## config.mk

```make
export PLATFORM = sky130hd
export DESIGN_NAME = vx_tex_rsp_arb
export DESIGN_NICKNAME = d
export VERILOG_FILES = /design/src/rtl/vx_tex_rsp_arb_pkg.sv /design/src/rtl/vx_rr_arbiter.sv /design/src/rtl/vx_tex_rsp_arb.sv
export SDC_FILE = /design/constraint.sdc
export NUM_CORES = 1
export LEC_CHECK = 0
export CORE_AREA = 2 2 440 442
export DETAILED_ROUTE_END_ITERATION = 12
export DIE_AREA = 0 0 442 444
export SETUP_SLACK_MARGIN = 0.15
export SYNTH_ARGS = -nofsm -noshare
export SYNTH_HDL_FRONTEND = slang
export SYNTH_SLANG_ARGS = --single-unit
```

## constraint.sdc

```tcl
create_clock -name clk -period 27.9 [get_ports clk]
set_clock_uncertainty 0.05 [all_clocks]
set_input_delay 2.79 -clock clk [delete_from_list [all_inputs] [get_ports clk]]
set_output_delay 2.79 -clock clk [all_outputs]
set_load 0.005 [all_outputs]
```

## src/rtl/vx_tex_rsp_arb_pkg.sv

```systemverilog
// Shared texture-response types and sizing helpers for the texture response path.
`ifndef NUM_THREADS
`define NUM_THREADS 4
`endif
`ifndef UUID_BITS
`define UUID_BITS 44
`endif
`ifndef NW_BITS
`define NW_BITS 4
`endif
`ifndef NR_BITS
`define NR_BITS 5
`endif
`ifndef TEX_NUM_LANES
`define TEX_NUM_LANES `NUM_THREADS
`endif
`ifndef TEX_DATA_WIDTH
`define TEX_DATA_WIDTH 32
`endif

package vx_tex_rsp_arb_pkg;

  localparam int UUID_W     = `UUID_BITS;
  localparam int NW_W       = `NW_BITS;
  localparam int NR_W       = `NR_BITS;
  localparam int PC_W       = 32;
  localparam int LANES_DEF  = `TEX_NUM_LANES;
  localparam int DATA_W_DEF = `TEX_DATA_WIDTH;

  typedef struct packed {
    logic [UUID_W-1:0]                      uuid;
    logic [NW_W-1:0]                        wid;
    logic [LANES_DEF-1:0]                   tmask;
    logic [PC_W-1:0]                        PC;
    logic [NR_W-1:0]                        rd;
    logic                                   wb;
    logic [LANES_DEF-1:0][DATA_W_DEF-1:0]   data;
  } tex_rsp_t;

  // A single channel still needs a one-bit select field.
  function automatic int req_sel_bits(input int n);
    return (n > 1) ? $clog2(n) : 1;
  endfunction

endpackage

```

## src/rtl/vx_rr_arbiter.sv

```systemverilog
// Round-robin arbiter: grants the first requester at or after the priority
// pointer and holds a stalled grant until it completes a handshake.
module vx_rr_arbiter
  import vx_tex_rsp_arb_pkg::*;
#(
  parameter int NUM_REQS = 4,
  parameter int SEL_BITS = req_sel_bits(NUM_REQS)
) (
  input  logic                clk,
  input  logic                reset,
  input  logic [NUM_REQS-1:0] req,
  input  logic                advance,
  output logic                grant_valid,
  output logic [SEL_BITS-1:0] grant_idx,
  output logic [NUM_REQS-1:0] grant_onehot
);

  localparam logic [SEL_BITS:0] NUM_W = (SEL_BITS+1)'(NUM_REQS);

  logic [SEL_BITS-1:0] ptr_r;
  logic [SEL_BITS-1:0] lock_idx_r;
  logic                lock_r;
  logic [SEL_BITS-1:0] pick_idx_s;
  logic                pick_valid_s;
  logic [SEL_BITS-1:0] cand_s;
  logic                hit_s;
  logic                lock_hit_s;
  logic [SEL_BITS-1:0] next_ptr_s;

  function automatic logic [SEL_BITS-1:0] wrap_sel(input logic [SEL_BITS:0] v);
    return (v >= NUM_W) ? SEL_BITS'(v - NUM_W) : v[SEL_BITS-1:0];
  endfunction

  function automatic logic [NUM_REQS-1:0] to_onehot(input logic [SEL_BITS-1:0] i);
    logic [NUM_REQS-1:0] oh;
    for (int j = 0; j < NUM_REQS; j++) oh[j] = (i == SEL_BITS'(j));
    return oh;
  endfunction

  // Scan offsets from farthest to nearest so the nearest requester wins.
  always_comb begin
    pick_idx_s   = ptr_r;
    pick_valid_s = 1'b0;
    cand_s       = {SEL_BITS{1'b0}};
    hit_s        = 1'b0;
    for (int k = NUM_REQS - 1; k >= 0; k--) begin
      cand_s       = wrap_sel({1'b0, ptr_r} + (SEL_BITS+1)'(k));
      hit_s        = |(req & to_onehot(cand_s));
      pick_idx_s   = hit_s ? cand_s : pick_idx_s;
      pick_valid_s = pick_valid_s | hit_s;
    end
  end

  // A stalled winner keeps the grant even if a nearer channel turns valid.
  assign lock_hit_s   = lock_r & (|(req & to_onehot(lock_idx_r)));
  assign grant_idx    = lock_hit_s ? lock_idx_r : pick_idx_s;
  assign grant_valid  = lock_hit_s | pick_valid_s;
  assign grant_onehot = grant_valid ? to_onehot(grant_idx) : {NUM_REQS{1'b0}};
  assign next_ptr_s   = wrap_sel({1'b0, grant_idx} + {{SEL_BITS{1'b0}}, 1'b1});

  // Priority pointer and grant lock.
  always_ff @(posedge clk) begin
    if (reset) begin
      ptr_r      <= {SEL_BITS{1'b0}};
      lock_r     <= 1'b0;
      lock_idx_r <= {SEL_BITS{1'b0}};
    end else if (advance) begin
      ptr_r      <= next_ptr_s;
      lock_r     <= 1'b0;
    end else begin
      lock_r     <= grant_valid;
      lock_idx_r <= grant_idx;
    end
  end

endmodule

```

## src/rtl/vx_tex_rsp_arb.sv

```systemverilog
// Texture response arbiter: merges NUM_REQS response channels into one stream,
// discarding empty-mask responses and optionally registering the output.
module vx_tex_rsp_arb
  import vx_tex_rsp_arb_pkg::*;
#(
  parameter int NUM_REQS     = 4,
  parameter int NUM_LANES    = LANES_DEF,
  parameter int DATA_WIDTH   = 32,
  parameter int BUFFERED     = 1,
  parameter int REQ_SEL_BITS = req_sel_bits(NUM_REQS)
) (
  input  logic                                           clk,
  input  logic                                           reset,
  input  logic [NUM_REQS-1:0]                            in_valid,
  input  logic [NUM_REQS-1:0][UUID_W-1:0]                in_uuid,
  input  logic [NUM_REQS-1:0][NW_W-1:0]                  in_wid,
  input  logic [NUM_REQS-1:0][NUM_LANES-1:0]             in_tmask,
  input  logic [NUM_REQS-1:0][PC_W-1:0]                  in_PC,
  input  logic [NUM_REQS-1:0][NR_W-1:0]                  in_rd,
  input  logic [NUM_REQS-1:0]                            in_wb,
  input  logic [NUM_REQS-1:0][NUM_LANES-1:0][DATA_WIDTH-1:0] in_data,
  output logic [NUM_REQS-1:0]                            in_ready,
  output logic                                           out_valid,
  output logic [UUID_W-1:0]                              out_uuid,
  output logic [NW_W-1:0]                                out_wid,
  output logic [NUM_LANES-1:0]                           out_tmask,
  output logic [PC_W-1:0]                                out_PC,
  output logic [NR_W-1:0]                                out_rd,
  output logic                                           out_wb,
  output logic [NUM_LANES-1:0][DATA_WIDTH-1:0]           out_data,
  output logic [REQ_SEL_BITS-1:0]                        out_sel,
  input  logic                                           out_ready,
  output logic [31:0]                                    perf_drops
);

  localparam int PW = UUID_W + NW_W + NUM_LANES + PC_W + NR_W + 1
                    + NUM_LANES * DATA_WIDTH + REQ_SEL_BITS;

  logic                    grant_valid_s;
  logic [REQ_SEL_BITS-1:0] grant_idx_s;
  logic [NUM_REQS-1:0]     grant_oh_s;
  logic                    empty_s;
  logic                    discard_s;
  logic                    accept_s;
  logic                    handshake_s;
  logic                    push_s;
  logic                    buf_full_s;
  logic [PW-1:0]           pay_s;
  logic [PW-1:0]           out_word_s;
  logic [31:0]             drops_r;

  vx_rr_arbiter #(
    .NUM_REQS (NUM_REQS),
    .SEL_BITS (REQ_SEL_BITS)
  ) u_arb (
    .clk          (clk),
    .reset        (reset),
    .req          (in_valid),
    .advance      (handshake_s),
    .grant_valid  (grant_valid_s),
    .grant_idx    (grant_idx_s),
    .grant_onehot (grant_oh_s)
  );

  assign pay_s = {in_uuid[grant_idx_s], in_wid[grant_idx_s], in_tmask[grant_idx_s],
                  in_PC[grant_idx_s], in_rd[grant_idx_s], in_wb[grant_idx_s],
                  in_data[grant_idx_s], grant_idx_s};

  // Empty-mask responses are swallowed whatever the output side is doing.
  assign empty_s     = (in_tmask[grant_idx_s] == {NUM_LANES{1'b0}});
  assign discard_s   = grant_valid_s & empty_s & ~reset;
  assign accept_s    = ~reset & (empty_s | ((BUFFERED != 0) ? ~buf_full_s : out_ready));
  assign handshake_s = grant_valid_s & accept_s;
  assign push_s      = handshake_s & ~empty_s;
  assign in_ready    = accept_s ? grant_oh_s : {NUM_REQS{1'b0}};

  if (BUFFERED != 0) begin : g_buf
    logic [1:0]    cnt_r;
    logic [PW-1:0] ent0_r;
    logic [PW-1:0] ent1_r;
    logic          pop_s;

    assign pop_s = (cnt_r != 2'd0) & out_ready;

    // Two-entry skid buffer; ent0_r always holds the presented response.
    always_ff @(posedge clk) begin
      if (reset) begin
        cnt_r <= 2'd0;
      end else begin
        case (cnt_r)
          2'd0: begin
            if (push_s) begin
              ent0_r <= pay_s;
              cnt_r  <= 2'd1;
            end
          end
          2'd1: begin
            if (push_s && pop_s) begin
              ent0_r <= pay_s;
            end else if (push_s) begin
              ent1_r <= pay_s;
              cnt_r  <= 2'd2;
            end else if (pop_s) begin
              cnt_r  <= 2'd0;
            end
          end
          2'd2: begin
            if (pop_s) begin
              ent0_r <= ent1_r;
              cnt_r  <= 2'd1;
            end
          end
          default: cnt_r <= 2'd0;
        endcase
      end
    end

    assign buf_full_s = (cnt_r == 2'd2);
    assign out_valid  = (cnt_r != 2'd0);
    assign out_word_s = ent0_r;
  end else begin : g_comb
    assign buf_full_s = 1'b0;
    assign out_valid  = grant_valid_s & ~empty_s & ~reset;
    assign out_word_s = pay_s;
  end

  assign {out_uuid, out_wid, out_tmask, out_PC, out_rd, out_wb, out_data, out_sel} = out_word_s;

  // Saturating count of discarded responses.
  always_ff @(posedge clk) begin
    if (reset) begin
      drops_r <= 32'd0;
    end else if (discard_s && (drops_r != 32'hFFFF_FFFF)) begin
      drops_r <= drops_r + 32'd1;
    end
  end

  assign perf_drops = drops_r;

endmodule

```

# --- Word level (Yosys, flattened, before mapping) ---
# Cells that the tools add are included.
word_totals:
  register_bits: 479
  inputBits: 879
  out_inout_bits: 257
  elab_cells: 127
op_classes:
  n_addsub: 10
  magnitude_cmp: 6
  n_eq_ne: 26
  n_mux: 36
  n_bitwise: 21
  n_reduce_logical: 21
op_table:
  columns: ["op", "count"]
  rows:
  - ["220-bit 2-to-1 mux", 3]
  - ["220-bit case mux with 3 select lines", 1]
  - ["128-bit binary-select mux with 2-bit select", 1]
  - ["128-bit 2-to-1 mux", 1]
  - ["44-bit binary-select mux with 2-bit select", 1]
  - ["32-bit binary-select mux with 2-bit select", 1]
  - ["44-bit 2-to-1 mux", 1]
  - ["32-bit by 1-bit adder with 32-bit output, second input constant", 1]
  - ["32-bit 2-to-1 mux", 1]
  - ["32-bit inequality test, second input constant", 1]
  - ["2-bit 2-to-1 mux", 15]
  - ["2-bit == test, second input constant", 13]
  - ["4-bit bitwise AND", 5]
  - ["4-bit OR reduction", 5]
  - ["4-bit binary-select mux with 2-bit select", 2]
  - ["4-bit 2-to-1 mux", 4]
  - ["2-bit by 1-bit == test with 1-bit output, second input constant", 7]
  - ["2-bit logical NOT", 7]
  - ["3-bit >= comparator, second input constant", 4]
  - ["5-bit binary-select mux with 2-bit select", 1]
  - ["2-bit by 1-bit subtractor with 2-bit output, second input constant", 5]
  - ["4-bit AND reduction", 2]
  - ["1-bit bitwise AND", 7]
  - ["2-bit by 1-bit adder with 3-bit output, second input constant", 2]
  - ["other kinds (18)", 29]

# --- Longest topological paths before layout ---
# Gate-level depths: netlist of run 1.
depth:
  depth_word: 21
  depth_mapped: 16
  depth_no_buf: 12

# --- By module ---
# Synthesis of run 1 repeated with hierarchy kept, for this count alone.
unflattened:
  hier_cells: 1246
  area_unflattened_um2: 23346.1
modules_own_cells:
  columns: ["mod", "n_inst", "cells_each", "area_each_um2", "seq_area_each_um2"]
  rows:
  - ["vx_tex_rsp_arb", 1, 1181, 22774.3, 13893.3]
  - ["vx_rr_arbiter", 1, 65, 571.8, 100.1]

# --- Worst setup path after synthesis of run 1 ---
# No wires, ideal clock.
synth_timing:
  path_type: "in2reg"
  start: "input in_valid[3]"
  end: "register g_buf.ent1_r[0], enable pin"
  setup_time_ps: 804
  arrival_time_ps: 14229
  t_required_ps: 27046
  slack_ps: 12817
  path_stages: 11
  n_path_buf: 2
  cell_sequence: "mux4_2 and2_1 o31ai_1 a22oi_1 o221ai_1 mux2_2 or4_1 buf_2 clkbuf_1 nand2_1 nor2_1"
synth_via:
  elab_chain_len: 17
  elab_cells_between_ends: 31
  cone_classes: "7 x mux; 16 x bitwise; 8 x reduce/logical"
synth_rtl:
  columns: ["element", "line_no", "source"]
  rows:
  - ["start, declared", "vx_tex_rsp_arb.sv:14", "input logic [NUM_REQS-1:0] in_valid,"]
  - ["4-bit bitwise AND", "vx_rr_arbiter.sv:48", "hit_s = |(req & to_onehot(cand_s));"]
  - ["4-bit OR reduction", "vx_rr_arbiter.sv:48", null]
  - ["2-bit 2-to-1 mux (4 in a row)", "vx_rr_arbiter.sv:49", "pick_idx_s = hit_s ? cand_s : pick_idx_s;"]
  - ["2-bit 2-to-1 mux *", "vx_rr_arbiter.sv:56", "assign grant_idx = lock_hit_s ? lock_idx_r : pick_idx_s;"]
  - ["4-bit binary-select mux with 2-bit select *", null, null]
  - ["4-bit 2-to-1 mux *", null, null]
  - ["via pay_s[169]", "vx_tex_rsp_arb.sv:48", "logic [PW-1:0] pay_s;"]
  - ["4-bit logical NOT *", "vx_tex_rsp_arb.sv:70", "assign empty_s = (in_tmask[grant_idx_s] == {NUM_LANES{1'b0}});"]
  - ["1-bit OR", "vx_tex_rsp_arb.sv:72", "assign accept_s = ~reset & (empty_s | ((BUFFERED != 0) ? ~buf_full_s : out_ready));"]
  - ["1-bit bitwise AND", "vx_tex_rsp_arb.sv:72", null]
  - ["1-bit bitwise AND", "vx_tex_rsp_arb.sv:73", "assign handshake_s = grant_valid_s & accept_s;"]
  - ["1-bit bitwise AND *", "vx_tex_rsp_arb.sv:74", "assign push_s = handshake_s & ~empty_s;"]
  - ["1-bit logical AND", "vx_tex_rsp_arb.sv:98", "if (push_s && pop_s) begin"]
  - ["1-bit NOT (no line)", null, null]
  - ["4-bit AND reduction (no line) *", null, null]
  - ["end signal, assigned", "vx_tex_rsp_arb.sv:101", "ent1_r <= pay_s;"]
  - ["end, declared", "vx_tex_rsp_arb.sv:80", "logic [PW-1:0] ent1_r;"]
# Mark *: on every way through the listed nets, which the timed path passes. The rest lies on a longest branch. The select of a mux whose other input is x is not followed.
# A chain may end at the register's enable or synchronous reset.

# --- Worst setup path in the final report of run 1 ---
layout_timing:
  start: "input in_valid[3]"
  end: "output in_ready[0]"
layout_via:
  elab_chain_len: 13
  elab_cells_between_ends: 28
  cone_classes: "9 x mux; 12 x bitwise; 7 x reduce/logical"
layout_rtl:
  columns: ["element", "line_no", "source"]
  rows:
  - ["4-bit bitwise AND", "vx_rr_arbiter.sv:48", null]
  - ["4-bit OR reduction", "vx_rr_arbiter.sv:48", null]
  - ["2-bit 2-to-1 mux (4 in a row)", "vx_rr_arbiter.sv:49", null]
  - ["2-bit 2-to-1 mux *", "vx_rr_arbiter.sv:56", null]
  - ["via grant_idx_s[0]", "vx_tex_rsp_arb.sv:40", "logic [REQ_SEL_BITS-1:0] grant_idx_s;"]
  - ["4-bit binary-select mux with 2-bit select", "vx_tex_rsp_arb.sv:70", null]
  - ["4-bit 2-to-1 mux (implied by the code)", "vx_tex_rsp_arb.sv:70", null]
  - ["4-bit logical NOT", "vx_tex_rsp_arb.sv:70", null]
  - ["1-bit OR", "vx_tex_rsp_arb.sv:72", null]
  - ["1-bit bitwise AND", "vx_tex_rsp_arb.sv:72", null]
  - ["4-bit 2-to-1 mux *", "vx_tex_rsp_arb.sv:75", "assign in_ready = accept_s ? grant_oh_s : {NUM_REQS{1'b0}};"]
  - ["end, declared", "vx_tex_rsp_arb.sv:22", "output logic [NUM_REQS-1:0] in_ready,"]
# Marked as above.

==> impl_metrics.toml, run 1 <==
[yosys]
async_reset_ff_share_pct = 0
yosysSeqAreaShare_pct = 55.4
ys_types = 52
synthCells = 1760
synth_ff_type = "edfxtp_1"
synth_edf_count = 440
synth.top_cell.area_share_pct = 52.3
synth_area_um2 = 25300
ys_ff_latch = 479
synthTopCellsByCount = "642 x mux2i_1, 440 x edfxtp_1, 225 x mux2_2"
yosysMostFrequentCell = "mux2i_1"
synth_largest_area_cell = "edfxtp_1"
synthTopCellsByArea = "edfxtp_1 52%, mux2i_1 25%, mux2_2 10%"
yosys_warnings = 0
synth_nets = 2648
syn_avg_cell_area_um2 = 14.4

[placed_design]
gp_congestion = 0.937
io_buffers = 1135
hpwlAfterDp_um = 128000
dpl_cell_area_um2 = 39600
place_inst = 5332

[worst_setup_path]
ff2ff_path_depth = 16
cp.depth = 11
cp_slowest_stage_delay_ns = 0.88
path_cells = "clkdlybuf4s50_1, mux4_2, and2_1, or3_1, o21a_1, inv_8, buf_4, buf_4, ha_1, and3_1, clkdlybuf4s50_1"
critPathBufInv = 5
critical_path.startpoint_type = "input port"
critical_path.top_delay_family = "buffers and inverters"
critPathKind = "input port to output pin"
cp_data_required_time_ns = 25.06
end_kind = "output pin"
worst-path-max-fanout = 77
critPathArrivalTime_ns = 8.00
cp_slowest_cell = "buf_4"

[detailed_routing]
vias = 20269
drc = 0
firstDrtPassIters = 5
wl_um = 155000
vias_per_cell = 3.70
routedWlPerCell_um = 28.4
ant_nets = 0
drt_iter0_markers = 1266

[power]
ir_drop_mv = 0.127
power_density_nw_per_um2 = 116
leakage_nw = 16.0

[final_layout]
drive_above_1_share_pct = 12.8
final_net_count = 3763
layout.cells.non_filler = 5474
area_growth_pct = 65.4
nFillCells = 20461
postLayoutCellArea_um2 = 41800

[timing]
slew_viol_final = 0
max_freq_mhz = 92.3
fin_crit_ns = 10.84
setup_viol = 0
slew-limit-headroom_pct = 21.7
timing.final.crit_share_pct = 38.8
finalSetupTns_ns = 0
worst_slew_pin_slew_ns = 1.16
timing.hold.ws_ns = 0.472
rsz0062_at_grt = "false"
hold_viol = 0

[clocking]
cts_resized = 0
postCtsSetupBuffers = 0
cts_sinks = 479
clk_latency_ns = 0.67
cts_tree = "done"
clk_pin_slew_ns = 0.06
cts_buffers = 67
holdBufCountCts = 0
cts-htree-levels = 3
cts-root-buf = "clkbuf_16"
clk_path_buf_depth = 3

[die]
die_h_um = 444
pin_count = 1136
die_w_um = 442
start_util_pct = 13.2
dieArea_um2 = 196000
rows = 161
core_area_um2 = 192000

[global_routing]
first_global_vias = 20341
antenna_found_initial = 94
grt_pass1_wl_um = 199000
grt_max_degree = 97
overflow = 0
track_usage_pct = 15.2

[worst_hold_path]
hold_path.class = "flop to flop"
min_path_cells = 2

[status]
status = "finished, final reports clean"

[job]
drv_cap = 0
state kept, by name, summed over array words and instances, names as in the netlist:
register	cells
g_buf.ent0_r	220
u_arb.ptr_r	2
g_buf.cnt_r	2
perf_drops	32
u_arb.lock_idx_r	2
g_buf.ent1_r	220
u_arb.lock_r	1
layout by cell type (no fill, tap or decap), types with 20 or more instances in the layout:
cell type,count
dfxtp_1,39
buf_4,28
nand2_1,30
nor2_1,21
clkdlybuf4s50_1,1134
inv_1,20
clkbuf_16,69
mux2i_1,641
a21oi_1,20
mux2_2,225
edfxtp_1,440
diode_2,24
cells by family after synthesis:
group           synth area share [%]
compound gates                  2.30
flops                           55.4
fa+ha+maj                      0.446
mux                             35.9
buf+inv                         2.14
simple gates                    3.80
cell type report:
cell class	count	area [µm²]	area share [%]
diodes	24	60.1	0.144
clock buffers	80	1780	4.25
clock inverters	38	342	0.817
inverters	21	86.3	0.207
multi-input cells	1141	10800	25.8
flip-flops and latches	479	14000	33.5
well taps	2526	3160	7.56
repair buffers	1165	11600	27.8
path summary, 6_finish.rpt:
| path | slack [ns] | end | from |
|---|---|---|---|
| max | 17.06 | in_ready[0] | in_valid[3] |
| min | 0.47 | perf_drops[31] | perf_drops[31] |
| max reg2reg | 20.36 | g_buf.ent1_r[207] | u_arb.ptr_r[0] |
| min reg2reg | 0.47 | perf_drops[31] | perf_drops[31] |
report_power, final:
part / switching (W) / total [W] / internal, W
clock network: 0.000360 / 0.000854 / 0.000494
registers: 0.0000928 / 0.00129 / 0.00120
logic: 0.00148 / 0.00269 / 0.00121
total: 0.00194 / 0.00483 / 0.00290
layer usage:
metal  up-vias  part of all wire (%)  track usage [%]
met5         -                  0.20                0
met4        52                   2.0             3.44
met3       192                   8.0             5.24
met2       770                    49             25.7
met1     10139                    41             18.5
li1       9116                     -                -
per-stage QoR:
stage	total power (W)	worst slack, ns	util [%]
finish	0.00483	17.06	21.8
CTS	0.00495	16.92	21.8
global route	0.00510	16.71	21.8
global placement	0.00404	16.95	20.7
floorplan	0.00284	12.82	-
detailed placement	0.00405	16.95	20.7
worst register-to-register path, delay by kind of cell (launching register included):
kind,cells,cell delay [ns]
AO/OA/AOI/OAI,3,1.09
adder cells (fa/ha/maj),1,0.32
buffers and inverters,6,3.72
flip-flops,1,0.53
multiplexers,1,0.39
AND/OR/NAND/NOR,5,0.99
No activity file was read; power rests on OpenSTA's default activity.
==> run 2, diff against run 1 <==
--- a/config.mk
+++ b/config.mk
@@ -5,9 +5,9 @@
 export SDC_FILE = /design/constraint.sdc
 export NUM_CORES = 1
 export LEC_CHECK = 0
-export CORE_AREA = 2 2 440 442
+export CORE_AREA = 2 2 437 439
 export DETAILED_ROUTE_END_ITERATION = 12
-export DIE_AREA = 0 0 442 444
+export DIE_AREA = 0 0 439 441
 export SETUP_SLACK_MARGIN = 0.15
 export SYNTH_ARGS = -nofsm -noshare
 export SYNTH_HDL_FRONTEND = slang
==> constraint.sdc (replaced) <==
create_clock -name clk -period 9.9 [get_ports clk]
set_clock_uncertainty 0.05 [all_clocks]
set_input_delay 0.99 -clock clk [delete_from_list [all_inputs] [get_ports clk]]
set_output_delay 0.99 -clock clk [all_outputs]
set_load 0.005 [all_outputs]
==> run 2 against run 1 <==
Net effect:
- wire length is 7.1% lower
- power rose to 2.8 times the previous value
- design area about the same
- utilization is 0.29 points higher
- non-clock buffer count shrank 5
- register-to-register slack lost 16 ns
- sequential share of layout area hardly changed
- setup slack got worse by 14 ns
- first-iteration DRC count is 9.2% higher
- worst hold slack got worse by 0.015 ns
- flip-flop and latch count did not move
- die area decreased by 1.3%
- largest cell class unchanged
==> impl_metrics.toml, run 2 (synthesized netlist as in run 1, its figures left out) <==
[status]
status = "finished, final reports clean"

[worst_setup_path]
crit_path_start = "u_arb.ptr_r[0]"
end_kind = "output pin"
r2r_slack_ns = 4.07
r2r_end = "g_buf.ent0_r[160]"
ff2ff_path_depth = 13
r2r-start = "u_arb.ptr_r[0]"
critical_path.startpoint_type = "flop"
critPathArrivalTime_ns = 5.54
critPathKind = "flop to output pin"
setup.worst_path.end = "in_ready[3]"
cp_data_required_time_ns = 8.86
worst-path-max-fanout = 31

[final_layout]
area_growth_pct = 65.6
layout.cells.non_filler = 5448
drive_above_1_share_pct = 12.4
finish.utilization_pct = 22.1
final_net_count = 3757
layout_common_cells = "1,134 x clkdlybuf4s50_1, 642 x mux2i_1, 440 x edfxtp_1, 225 x mux2_2, 66 x clkbuf_16"
seq_area_um2 = 14000
multiInputGateArea_um2 = 10800
nFillCells = 20170
layout_commonest_cell = "clkdlybuf4s50_1"

[placed_design]
io_buffers = 1135
place_inst = 5312
hpwlAfterDp_um = 119000
gp_congestion = 0.912

[timing]
timing.final.crit_share_pct = 66.5
fin_crit_ns = 6.58
slew-limit-headroom_pct = 26.6
worst_slew_pin_slew_ns = 1.09
setup_viol = 0
finalSetupTns_ns = 0
rsz0062_at_grt = "false"
hold_viol = 0
slew_viol_final = 0
max_freq_mhz = 152
timing.hold.ws_ns = 0.457

[die]
start_util_pct = 13.4
core_area_um2 = 189000
rows = 160
dieArea_um2 = 194000
pin_count = 1136
die_h_um = 441
die_w_um = 439

[clocking]
cts_sinks = 479
postCtsSetupBuffers = 0
clk_pin_slew_ns = 0.06
cts_buffers = 66
cts-htree-levels = 3
cts_tree = "done"
holdBufCountCts = 0
cts-root-buf = "clkbuf_16"
clk_latency_ns = 0.67
clk_path_buf_depth = 3
cts_resized = 0

[job]
drv_cap = 0

[global_routing]
overflow = 0
grt_max_degree = 101
grt_pass1_wl_um = 184000
antenna_found_initial = 68
track_usage_pct = 14.2
first_global_vias = 19830

[detailed_routing]
firstDrtPassIters = 5
ant_nets = 0
vias_per_cell = 3.69
drt_iter0_markers = 1382
wl_um = 144000
drc = 0
vias = 20101
routedWlPerCell_um = 26.5

[worst_hold_path]
hold_path.class = "flop to flop"

[power]
power_density_nw_per_um2 = 325
ir_drop_mv = 0.270
leakage_nw = 16.0
p_total_w = 0.0136
[run 2: critical path, stage by stage (launching register included)]
cell,delay [ns]
dfxtp_1,0.49
inv_1,0.21
ha_1,0.28
a22oi_1,0.29
nand2_1,0.14
nor3_1,0.36
a311o_1,0.25
o2bb2a_4,0.60
mux2_2,0.45
o41ai_2,0.85
and3_1,0.37
clkdlybuf4s50_1,0.56
[run 2: routing by layer]
| metal | up-vias | GRT usage [%] | wire, µm |
|---|---|---|---|
| met2 | 759 | 22.6 | 67200 |
| met3 | 182 | 6.60 | 16500 |
| li1 | 9107 | - | - |
| met4 | 52 | 3.15 | 3050 |
| met1 | 10001 | 17.3 | 57400 |
| met5 | - | 0 | 312 |
[run 2: layout make-up]
cell class | instances | area share (%)
sequential | 479 | 33.5
timing repair buffer | 1160 | 27.8
clock inverter | 32 | 1.03
tap | 2511 | 7.51
antenna | 21 | 0.126
inverter | 21 | 0.206
multi-input combinational | 1141 | 25.8
clock buffer | 83 | 4.12
[run 2: power breakdown]
group	leakage [nW]	switching, W	internal, W
Clock	1.04	0.00102	0.00144
Combinational	10.6	0.00409	0.00339
Sequential	4.34	0.000274	0.00338
Total	16.0	0.00539	0.00820
[run 2: worst min-delay path by stage]
| stage | from | end | slack, ns | cells past startpoint |
|---|---|---|---|---|
| floorplan | u_arb.lock_idx_r[1] | u_arb.lock_idx_r[1] | 0.43 | 2 |
| global placement | perf_drops[6] | perf_drops[6] | 0.44 | 2 |
| detailed placement | perf_drops[6] | perf_drops[6] | 0.45 | 2 |
| CTS | perf_drops[6] | perf_drops[6] | 0.46 | 2 |
| global route | perf_drops[6] | perf_drops[6] | 0.50 | 2 |
| finish | perf_drops[6] | perf_drops[6] | 0.46 | 2 |
[run 2: metrics by stage]
stage / cell area (µm²) / setup slack (ns)
detailed placement: 39600 / 3.46
floorplan: 25300 / 0.343
finish: 41800 / 3.32
CTS: 41800 / 3.22
global route: 41800 / 3.00
global placement: 39600 / 3.51
